### src/rtl/uart_rx.sv
// Memory-mapped UART receive block: host bytes arrive over valid/ready, are
// buffered in a circular FIFO, and are read by the CPU through RXDATA/STATUS/CTRL.
module uart_rx #(
    parameter int         DEPTH    = 8,
    parameter logic [7:0] BASE_TOP = 8'h81
) (
    input  logic        clk,
    input  logic        rst_n,
    input  logic [63:0] addr,
    input  logic        w_en,
    input  logic [63:0] wdata,
    input  logic        r_en,
    output logic [63:0] rdata,
    output logic        rvalid,
    input  logic [7:0]  in_data,
    input  logic        in_valid,
    output logic        in_ready,
    output logic        irq
);
    localparam int AW = $clog2(DEPTH);
    localparam int CW = AW + 1;
    localparam logic [7:0]    OFF_RXDATA = 8'h08;
    localparam logic [7:0]    OFF_STATUS = 8'h0C;
    localparam logic [7:0]    OFF_CTRL   = 8'h10;
    localparam logic [CW-1:0] FULL_CNT   = CW'(DEPTH);

    logic [7:0]    mem_q [DEPTH];
    logic [AW-1:0] rptr_q, rptr_d;
    logic [AW-1:0] wptr_q, wptr_d;
    logic [CW-1:0] count_q, count_d;
    logic          rx_en_q, rx_en_d;
    logic          irq_en_q, irq_en_d;
    logic          ovf_q, ovf_d;
    logic [63:0]   rdata_q, rdata_d;
    logic          rvalid_q, rvalid_d;
    logic          irq_q, irq_d;

    logic          sel, rd, wr, ctrl_wr;
    logic          empty, full, push, pop;
    logic [7:0]    off;
    logic [63:0]   rd_mux;
    logic          unused_bits;

    assign sel      = (addr[31:24] == BASE_TOP);
    assign off      = addr[7:0];
    assign rd       = r_en && sel;
    assign wr       = w_en && sel;
    assign ctrl_wr  = wr && (off == OFF_CTRL);
    assign empty    = (count_q == '0);
    assign full     = (count_q == FULL_CNT);
    assign in_ready = rx_en_q && !full;
    assign push     = in_valid && in_ready;
    assign pop      = rd && (off == OFF_RXDATA) && !empty;

    assign rdata    = rdata_q;
    assign rvalid   = rvalid_q;
    assign irq      = irq_q;

    assign unused_bits = ^{addr[63:32], addr[23:8], wdata[63:3]};

    // Read data reflects state before this cycle's push, pop or CTRL write.
    always_comb begin
        rd_mux = '0;
        case (off)
            OFF_RXDATA: begin
                if (!empty) rd_mux[7:0] = mem_q[rptr_q];
            end
            OFF_STATUS: begin
                rd_mux[0]    = !empty;
                rd_mux[1]    = full;
                rd_mux[2]    = ovf_q;
                rd_mux[15:8] = 8'(count_q);
            end
            OFF_CTRL: begin
                rd_mux[1:0] = {irq_en_q, rx_en_q};
            end
            default: rd_mux = '0;
        endcase
    end

    always_comb begin
        rptr_d   = pop  ? rptr_q + AW'(1) : rptr_q;
        wptr_d   = push ? wptr_q + AW'(1) : wptr_q;
        count_d  = count_q + CW'(push) - CW'(pop);
        rx_en_d  = ctrl_wr ? wdata[0] : rx_en_q;
        irq_en_d = ctrl_wr ? wdata[1] : irq_en_q;
        ovf_d    = ovf_q;
        if (ctrl_wr && wdata[2]) ovf_d = 1'b0;
        // A fresh overflow in the same cycle as a clear is kept.
        if (in_valid && rx_en_q && full) ovf_d = 1'b1;
        rdata_d  = rd ? rd_mux : rdata_q;
        rvalid_d = rd;
        irq_d    = irq_en_q && !empty;
    end

    always_ff @(posedge clk or negedge rst_n) begin
        if (!rst_n) begin
            rptr_q   <= '0;
            wptr_q   <= '0;
            count_q  <= '0;
            rx_en_q  <= 1'b0;
            irq_en_q <= 1'b0;
            ovf_q    <= 1'b0;
            rdata_q  <= '0;
            rvalid_q <= 1'b0;
            irq_q    <= 1'b0;
        end else begin
            rptr_q   <= rptr_d;
            wptr_q   <= wptr_d;
            count_q  <= count_d;
            rx_en_q  <= rx_en_d;
            irq_en_q <= irq_en_d;
            ovf_q    <= ovf_d;
            rdata_q  <= rdata_d;
            rvalid_q <= rvalid_d;
            irq_q    <= irq_d;
        end
    end

    // Storage needs no reset: the pointers and count define which entries are live.
    always_ff @(posedge clk) begin
        if (push) mem_q[wptr_q] <= in_data;
    end

endmodule

### config.mk
export PLATFORM = sky130hd
export DESIGN_NAME = uart_rx
export DESIGN_NICKNAME = d
export VERILOG_FILES = /design/src/rtl/uart_rx.sv
export SDC_FILE = /design/constraint.sdc
export NUM_CORES = 1
export LEC_CHECK = 0
export CORE_MARGIN = 5
export CORE_UTILIZATION = 36
export DETAILED_ROUTE_END_ITERATION = 10
export HOLD_SLACK_MARGIN = 0.1
export PLACE_DENSITY = 0.87
export SLEW_MARGIN = 20
export SYNTH_ARGS = -nofsm -noshare
export SYNTH_HDL_FRONTEND = slang
export SYNTH_SLANG_ARGS = --single-unit
### constraint.sdc
create_clock -name clk -period 2.6 [get_ports clk]
set_input_delay 0.78 -clock clk [delete_from_list [all_inputs] [get_ports clk]]
set_output_delay 0.78 -clock clk [all_outputs]
set_load 0.05 [all_outputs]
==> results.py, run 1 <==
metrics = {
    "detailed_routing": {
        "via_per_inst": 4.66,
        "ant_nets": 0,
        "dr_total_vias": 2352,
        "first_pass_iters": 4,
        "drc": 0,
        "drt_iter0_drc": 139,
        "post_drt_wl_per_cell_um": 15.9,
        "routed_wirelength_um": 8020,
    },
    "grt": {
        "antenna_found_initial": 0,
        "gr-total-overflow": 0,
        "grt_max_degree": 28,
        "grt_pass1_vias": 2432,
        "grt_util_all_layers_pct": 12.1,
        "grt_pass1_wl_um": 12200,
    },
    "yosys": {
        "ys_top_cells_by_area": "edfxtp_1 (46%), dfrtp_1 (16%), buf_4 (9.4%), mux4_2 (8.7%), ha_1 (2.4%)",
        "synth-seq-cells": 91,
        "synth-simple-area-share_pct": 7.29,
        "yosysMostFrequentCell": "edfxtp_1",
        "ys.flop_type": "edfxtp_1",
        "yosysUniqueCellTypes": 41,
        "synth_top_family_by_area": "multiplexers",
        "synth-edff-count": 64,
        "yosysSeqAreaShare_pct": 62.8,
        "muxShareOfSynthArea_pct": 11.8,
        "ys_warn_count": 0,
        "synth_area_um2": 4140,
        "avgSynthCellArea_um2": 15.3,
        "yosysTopAreaCell": "edfxtp_1",
        "synth_xor_area_share_pct": 1.27,
        "synth_fa_ha_area_share_pct": 2.90,
        "synthArstFlopShare_pct": 29.7,
        "synth-compound-area-share_pct": 2.72,
        "synth_top_area_share_pct": 46.5,
        "yosys-top-cells-count": "edfxtp_1 (64), buf_4 (52), dfrtp_1 (27)",
        "postSynthCellCount": 270,
    },
    "sta": {
        "min_period_over_period_pct": 97.8,
        "hold_violations": 0,
        "max_slew_margin_pct": 58.5,
        "fin_crit_ns": 2.54,
        "rsz0062_at_grt": "false",
        "fin_skew_ns": 0.00781,
        "timing.final.ws_setup_ns": 0.0567,
        "drv_slew": 0,
        "max_freq_mhz": 393,
        "worst_pin_slew_ns": 0.623,
        "tns_ns": 0,
        "finalSetupViolCount": 0,
    },
    "cells_and_area": {
        "n_fill_cell": 965,
        "nets": 507,
        "multi_input_area_um2": 1340,
        "register_area_um2": 2600,
        "syn_to_final_growth_pct": 24.9,
        "final_util_pct": 45.6,
        "n_antenna_cell": 0,
        "drive_gt1_share_pct": 27.6,
    },
    "setup_path": {
        "cp-end-kind": "flop",
        "worstPathMaxFanout": 2,
        "required_ns": 2.84,
        "cpMostUsedCell": "inv_2",
        "cpPeakStageDelay_ns": 0.56,
        "worstPathCellList": "buf_6, or4_4, nor4_4, nand2_2, inv_2, ha_4, inv_2, ha_4, inv_2, fa_2, inv_1",
        "worst-setup-path-type": "in2reg",
        "cp-start-kind": "input port",
        "crit_arrival_ns": 2.79,
        "cp_slowest_cell": "or4_4",
    },
    "clock_network": {
        "clk_latency_ns": 0.34,
        "cts_tree": "done",
        "clock_sinks": 91,
        "h-tree-depth": 3,
        "holdBufCountCts": 0,
        "cts_buffer_depth": 2,
        "cts-root-buf": "clkbuf_16",
        "cts_buffers": 9,
        "cts.clk_slew.worst_paths_ns": 0.06,
    },
    "floorplan": {
        "die_x_um": 117,
        "io-pin-count": 208,
        "die-area_um2": 13700,
        "coreArea_um2": 11300,
        "initial_core_util_pct": 36.5,
        "row_count": 39,
        "die_y_um": 117,
    },
    "power": {
        "leakagePower_nw": 2.08,
        "total_power_mw": 3.03,
        "cellPowerDensity_nw_per_um2": 586,
        "p_int_mw": 2.27,
        "clock_power_share_pct": 38.5,
        "p_comb_share_pct": 9.6,
        "p_sw_uw": 759,
        "sw_frac_of_total_pct": 25.1,
        "seq_power_share_pct": 51.9,
        "peakVddDrop_v": 0.000560,
    },
    "worst_hold_path": {
        "hp-class": "reg2reg",
    },
    "run": {
        "maxCapViolCount": 0,
    },
    "placed_design": {
        "port_buffers": 46,
        "place_hpwl_um": 5770,
        "dp_slack_ns": -0.722,
        "place.gp.congestion": 0.739,
    },
    "outcome": {
        "run_status": "finished, final reports clean",
    },
}
==> sequential cells by signal, indices dropped and copies added (netlist names) <==
signal and flops:
rvalid 1, ovf_q 1, irq 1, rx_en_q 1
rdata 12, wptr_q 3, count_q 4, rptr_q 3
irq_en_q 1, mem_q 64
==> worst max-delay path, delay by kind of cell <==
| family | cells | cell delay (ns) |
|---|---|---|
| fa+ha+maj | 3 | 0.83 |
| buf+inv | 5 | 0.30 |
| simple gates | 3 | 0.87 |
==> path summary, 6_finish.rpt <==
kind	slack (ns)	end	startpoint	cells past startpoint
min in group asynchronous	0.81	rdata[11]	rst_n	2
worst max register to register	0.15	count_q[1]	count_q[2]	11
worst min register to register	0.48	rdata[3]	rdata[3]	2
worst min-delay path	0.48	rdata[3]	rdata[3]	2
worst max-delay path	0.06	count_q[1]	addr[1]	11
max in group asynchronous	1.53	rdata[4]	rst_n	2
==> cell usage in the layout, fill, tap and decap left out, types with 5 or more instances in the layout <==
master and count:
dfrtp_1 27, clkbuf_16 9, o21ai_0 6, dlymetal6s2s_1 8
nand2_1 10, buf_4 38, mux2_2 6, mux4_2 16
inv_2 6, clkdlybuf4s50_1 30, conb_1 52, ha_1 6
edfxtp_1 64, mux2i_1 5, nor2_1 8
==> cells by family (layout without fill, tap and decap cells) <==
logic type,Yosys count,in the layout
flip-flops,91,91
buffers and inverters,69,110
AND/OR/NAND/NOR,49,49
multiplexers,28,28
AO/OA/AOI/OAI,17,17
adder cells (fa/ha/maj),9,9
XOR/XNOR,6,6
other,1,52
==> routing by layer <==
layer	wire (um)	vias to the layer above	track usage (%)
met5	0	-	0
met3	777	12	4.06
met2	4200	135	22.2
li1	-	1066	-
met4	112	0	4.51
met1	2930	1139	12.9
==> area by class of cell <==
cell class,count,area share [%]
Clock buffer,9,4.36
Clock inverter,7,0.848
Inverter,10,0.727
Multi-Input combinational cell,161,25.9
Sequential cell,91,50.3
Tap cell,143,3.46
Timing Repair Buffer,84,14.4
==> through the flow <==
stage	hold slack (ns)	instance area (um2)	std cells
2_1_floorplan	0.466	4340	321
3_3_place_gp	0.466	4750	477
3_5_place_dp	0.479	4750	477
4_1_cts	0.493	5120	504
5_1_grt	0.512	5170	505
6_report	0.481	5170	505
==> power by group through the flow <==
| stage | logic (mW) | clock network, mW | registers, mW |
|---|---|---|---|
| final | 0.289 | 1.17 | 1.57 |
| after global routing | 0.308 | 1.26 | 1.57 |
| after CTS | 0.286 | 1.19 | 1.57 |
| after detailed placement | 0.287 | 0 | 1.60 |
| after global placement | 0.279 | 0 | 1.60 |
| after floorplan | 0.248 | 0 | 1.61 |
==> what timing repair did <==
action                                  4_1_cts  5_1_grt
pin swaps                                     8        7
gates resized for setup                      26       19
hold endpoints to repair                      0        0
endpoints found under the setup margin        4        6
setup buffers                                11        1
Note: power is estimated with default switching activity, not from simulation.
==> run 2: changes to the inputs <==
--- a/config.mk
+++ b/config.mk
@@ -5,6 +5,7 @@
 export SDC_FILE = /design/constraint.sdc
 export NUM_CORES = 1
 export LEC_CHECK = 0
+export CORE_ASPECT_RATIO = 2
 export CORE_MARGIN = 5
 export CORE_UTILIZATION = 36
 export DETAILED_ROUTE_END_ITERATION = 10
==> constraint.sdc (replaced) <==
create_clock -name clk -period 2.2 [get_ports clk]
set_input_delay 0.66 -clock clk [delete_from_list [all_inputs] [get_ports clk]]
set_output_delay 0.66 -clock clk [all_outputs]
set_load 0.05 [all_outputs]
==> results.py, run 2 (same netlist as run 1, synthesis figures left out) <==
metrics = {
    "cells_and_area": {
        "final_cell_mix": "edfxtp_1 (64), conb_1 (52), buf_4 (52), dfrtp_1 (27), clkdlybuf4s50_1 (20)",
        "drive_gt1_share_pct": 34.7,
        "n_antenna_cell": 0,
        "final_common_cell": "edfxtp_1",
        "top_register": "mem_q",
        "final_cell_area_um2": 5290,
        "finalNonFillerCells": 511,
        "syn_to_final_growth_pct": 28.0,
        "nets": 514,
        "largest_register_ffs": 64,
        "register_area_um2": 2600,
        "multi_input_area_um2": 1420,
        "n_fill_cell": 960,
    },
    "placed_design": {
        "placed_cell_area_um2": 4860,
        "dp.cells": 489,
        "place_hpwl_um": 6550,
        "port_buffers": 46,
        "dp_slack_ns": -0.923,
        "place.gp.congestion": 0.784,
    },
    "power": {
        "total_power_mw": 3.74,
        "peakVddDrop_v": 0.000708,
        "cellPowerDensity_nw_per_um2": 707,
        "leakagePower_nw": 2.16,
    },
    "detailed_routing": {
        "ant_nets": 0,
        "drt_iter0_drc": 96,
        "drc": 0,
        "routed_wirelength_um": 8810,
        "wl_met2_um": 5010,
        "first_pass_iters": 4,
        "post_drt_wl_per_cell_um": 17.2,
        "dr_total_vias": 2395,
        "top_layer": "met4",
        "met3WireLength_um": 739,
        "met1_length_um": 2770,
        "via_per_inst": 4.69,
    },
    "sta": {
        "finalSetupViolCount": 4,
        "worst_pin_slew_ns": 0.538,
        "min_period_over_period_pct": 109,
        "rsz0062_at_grt": "true",
        "max_slew_margin_pct": 64.1,
        "fin_crit_ns": 2.39,
        "hold_ws_ns": 0.485,
        "drv_slew": 0,
        "hold_violations": 0,
        "max_freq_mhz": 418,
        "timing.final.ws_setup_ns": -0.192,
        "fin_skew_ns": 0.00795,
    },
    "clock_network": {
        "cts-root-buf": "clkbuf_16",
        "cts_buffer_depth": 2,
        "h-tree-depth": 3,
        "clk_latency_ns": 0.34,
        "clock_sinks": 91,
        "cts_buffers": 9,
        "cts.clk_slew.worst_paths_ns": 0.06,
        "holdBufCountCts": 0,
        "cts_tree": "done",
    },
    "setup_path": {
        "cp-start-kind": "input port",
        "required_ns": 2.44,
        "critPathCapture": "count_q[1]",
        "r2r-start": "count_q[2]",
        "cp-end-kind": "flop",
        "r2r_cells": 11,
        "crit_arrival_ns": 2.63,
        "crit_start": "addr[5]",
        "worst-setup-path-type": "in2reg",
        "reg2reg_to": "count_q[1]",
        "worstPathMaxFanout": 2,
        "r2r_setup_slack_ns": -0.16,
    },
    "grt": {
        "grt_pass1_vias": 2572,
        "grt_util_all_layers_pct": 13.4,
        "antenna_found_initial": 0,
        "gr-total-overflow": 0,
        "grt_pass1_wl_um": 13600,
        "grt_max_degree": 28,
    },
    "worst_hold_path": {
        "holdPathStages": 2,
        "hp-class": "reg2reg",
    },
    "outcome": {
        "run_status": "finished with violations",
        "violations": "setup timing",
    },
    "floorplan": {
        "row_count": 55,
        "io-pin-count": 208,
        "die_y_um": 162,
        "initial_core_util_pct": 36.6,
        "coreArea_um2": 11300,
        "die_x_um": 85.8,
        "die-area_um2": 13900,
    },
    "run": {
        "maxCapViolCount": 0,
    },
}
run 2: metal layers:
layer  global-route usage (%)  vias to the layer above
met5                        0                        -
met4                     7.42                        0
met3                     3.47                       17
met2                     25.2                      122
met1                     12.5                     1174
li1                         -                     1082
run 2: worst min-delay path by stage:
| stage | from | slack, ns | endpoint |
|---|---|---|---|
| 2_1_floorplan | rst_n | 0.36 | count_q[0] |
| 3_3_place_gp | rdata[6] | 0.46 | rdata[6] |
| 3_5_place_dp | rdata[7] | 0.48 | rdata[7] |
| 4_1_cts | rdata[7] | 0.49 | rdata[7] |
| 5_1_grt | rdata[7] | 0.54 | rdata[7] |
| 6_report | rdata[6] | 0.48 | rdata[6] |
run 2: area by class of cell:
cell class                      count  area share [%]
Clock buffer                       10            4.33
Clock inverter                      6            1.23
Inverter                           10           0.827
Multi-Input combinational cell    161            26.8
Sequential cell                    91            49.1
Tap cell                          142            3.36
Timing Repair Buffer               91            14.4
run 2: report_power, final:
group | switching [mW] | internal (mW) | leakage [nW]
sequential | 0.00686 | 1.85 | 0.943
clock | 0.614 | 0.881 | 0.143
combinational | 0.288 | 0.0999 | 1.08
run 2: stage by stage:
stage,setup TNS [ns],util [%]
after CTS,-0.506,46.7
after detailed placement,-13.62,43.1
after floorplan,-1.53,-
after global routing,-0.887,46.9
after global placement,-12.79,43.1
final,-0.585,46.9
run 2: timing repair:
item	CTS	global route
setup endpoints to repair	13	8
resized for setup	58	7
pin swaps	16	4
buffers inserted	7	3
run 2: critical path, cell delays in order:
cell and delay, ns:
buf_6 0.09, or4_4 0.55, nor4_4 0.18, nand2_2 0.10
inv_2 0.08, ha_4 0.20, inv_4 0.06, ha_4 0.13
inv_2 0.04, fa_2 0.53, inv_2 0.03
==> run 3: changes to the inputs <==
--- a/config.mk
+++ b/config.mk
@@ -5,6 +5,7 @@
 export SDC_FILE = /design/constraint.sdc
 export NUM_CORES = 1
 export LEC_CHECK = 0
+export CAP_MARGIN = 10
 export CORE_ASPECT_RATIO = 2
 export CORE_MARGIN = 5
 export CORE_UTILIZATION = 36
==> results of run 3 <==
The final DEF is identical to that of run 2; final timing and power are the same.
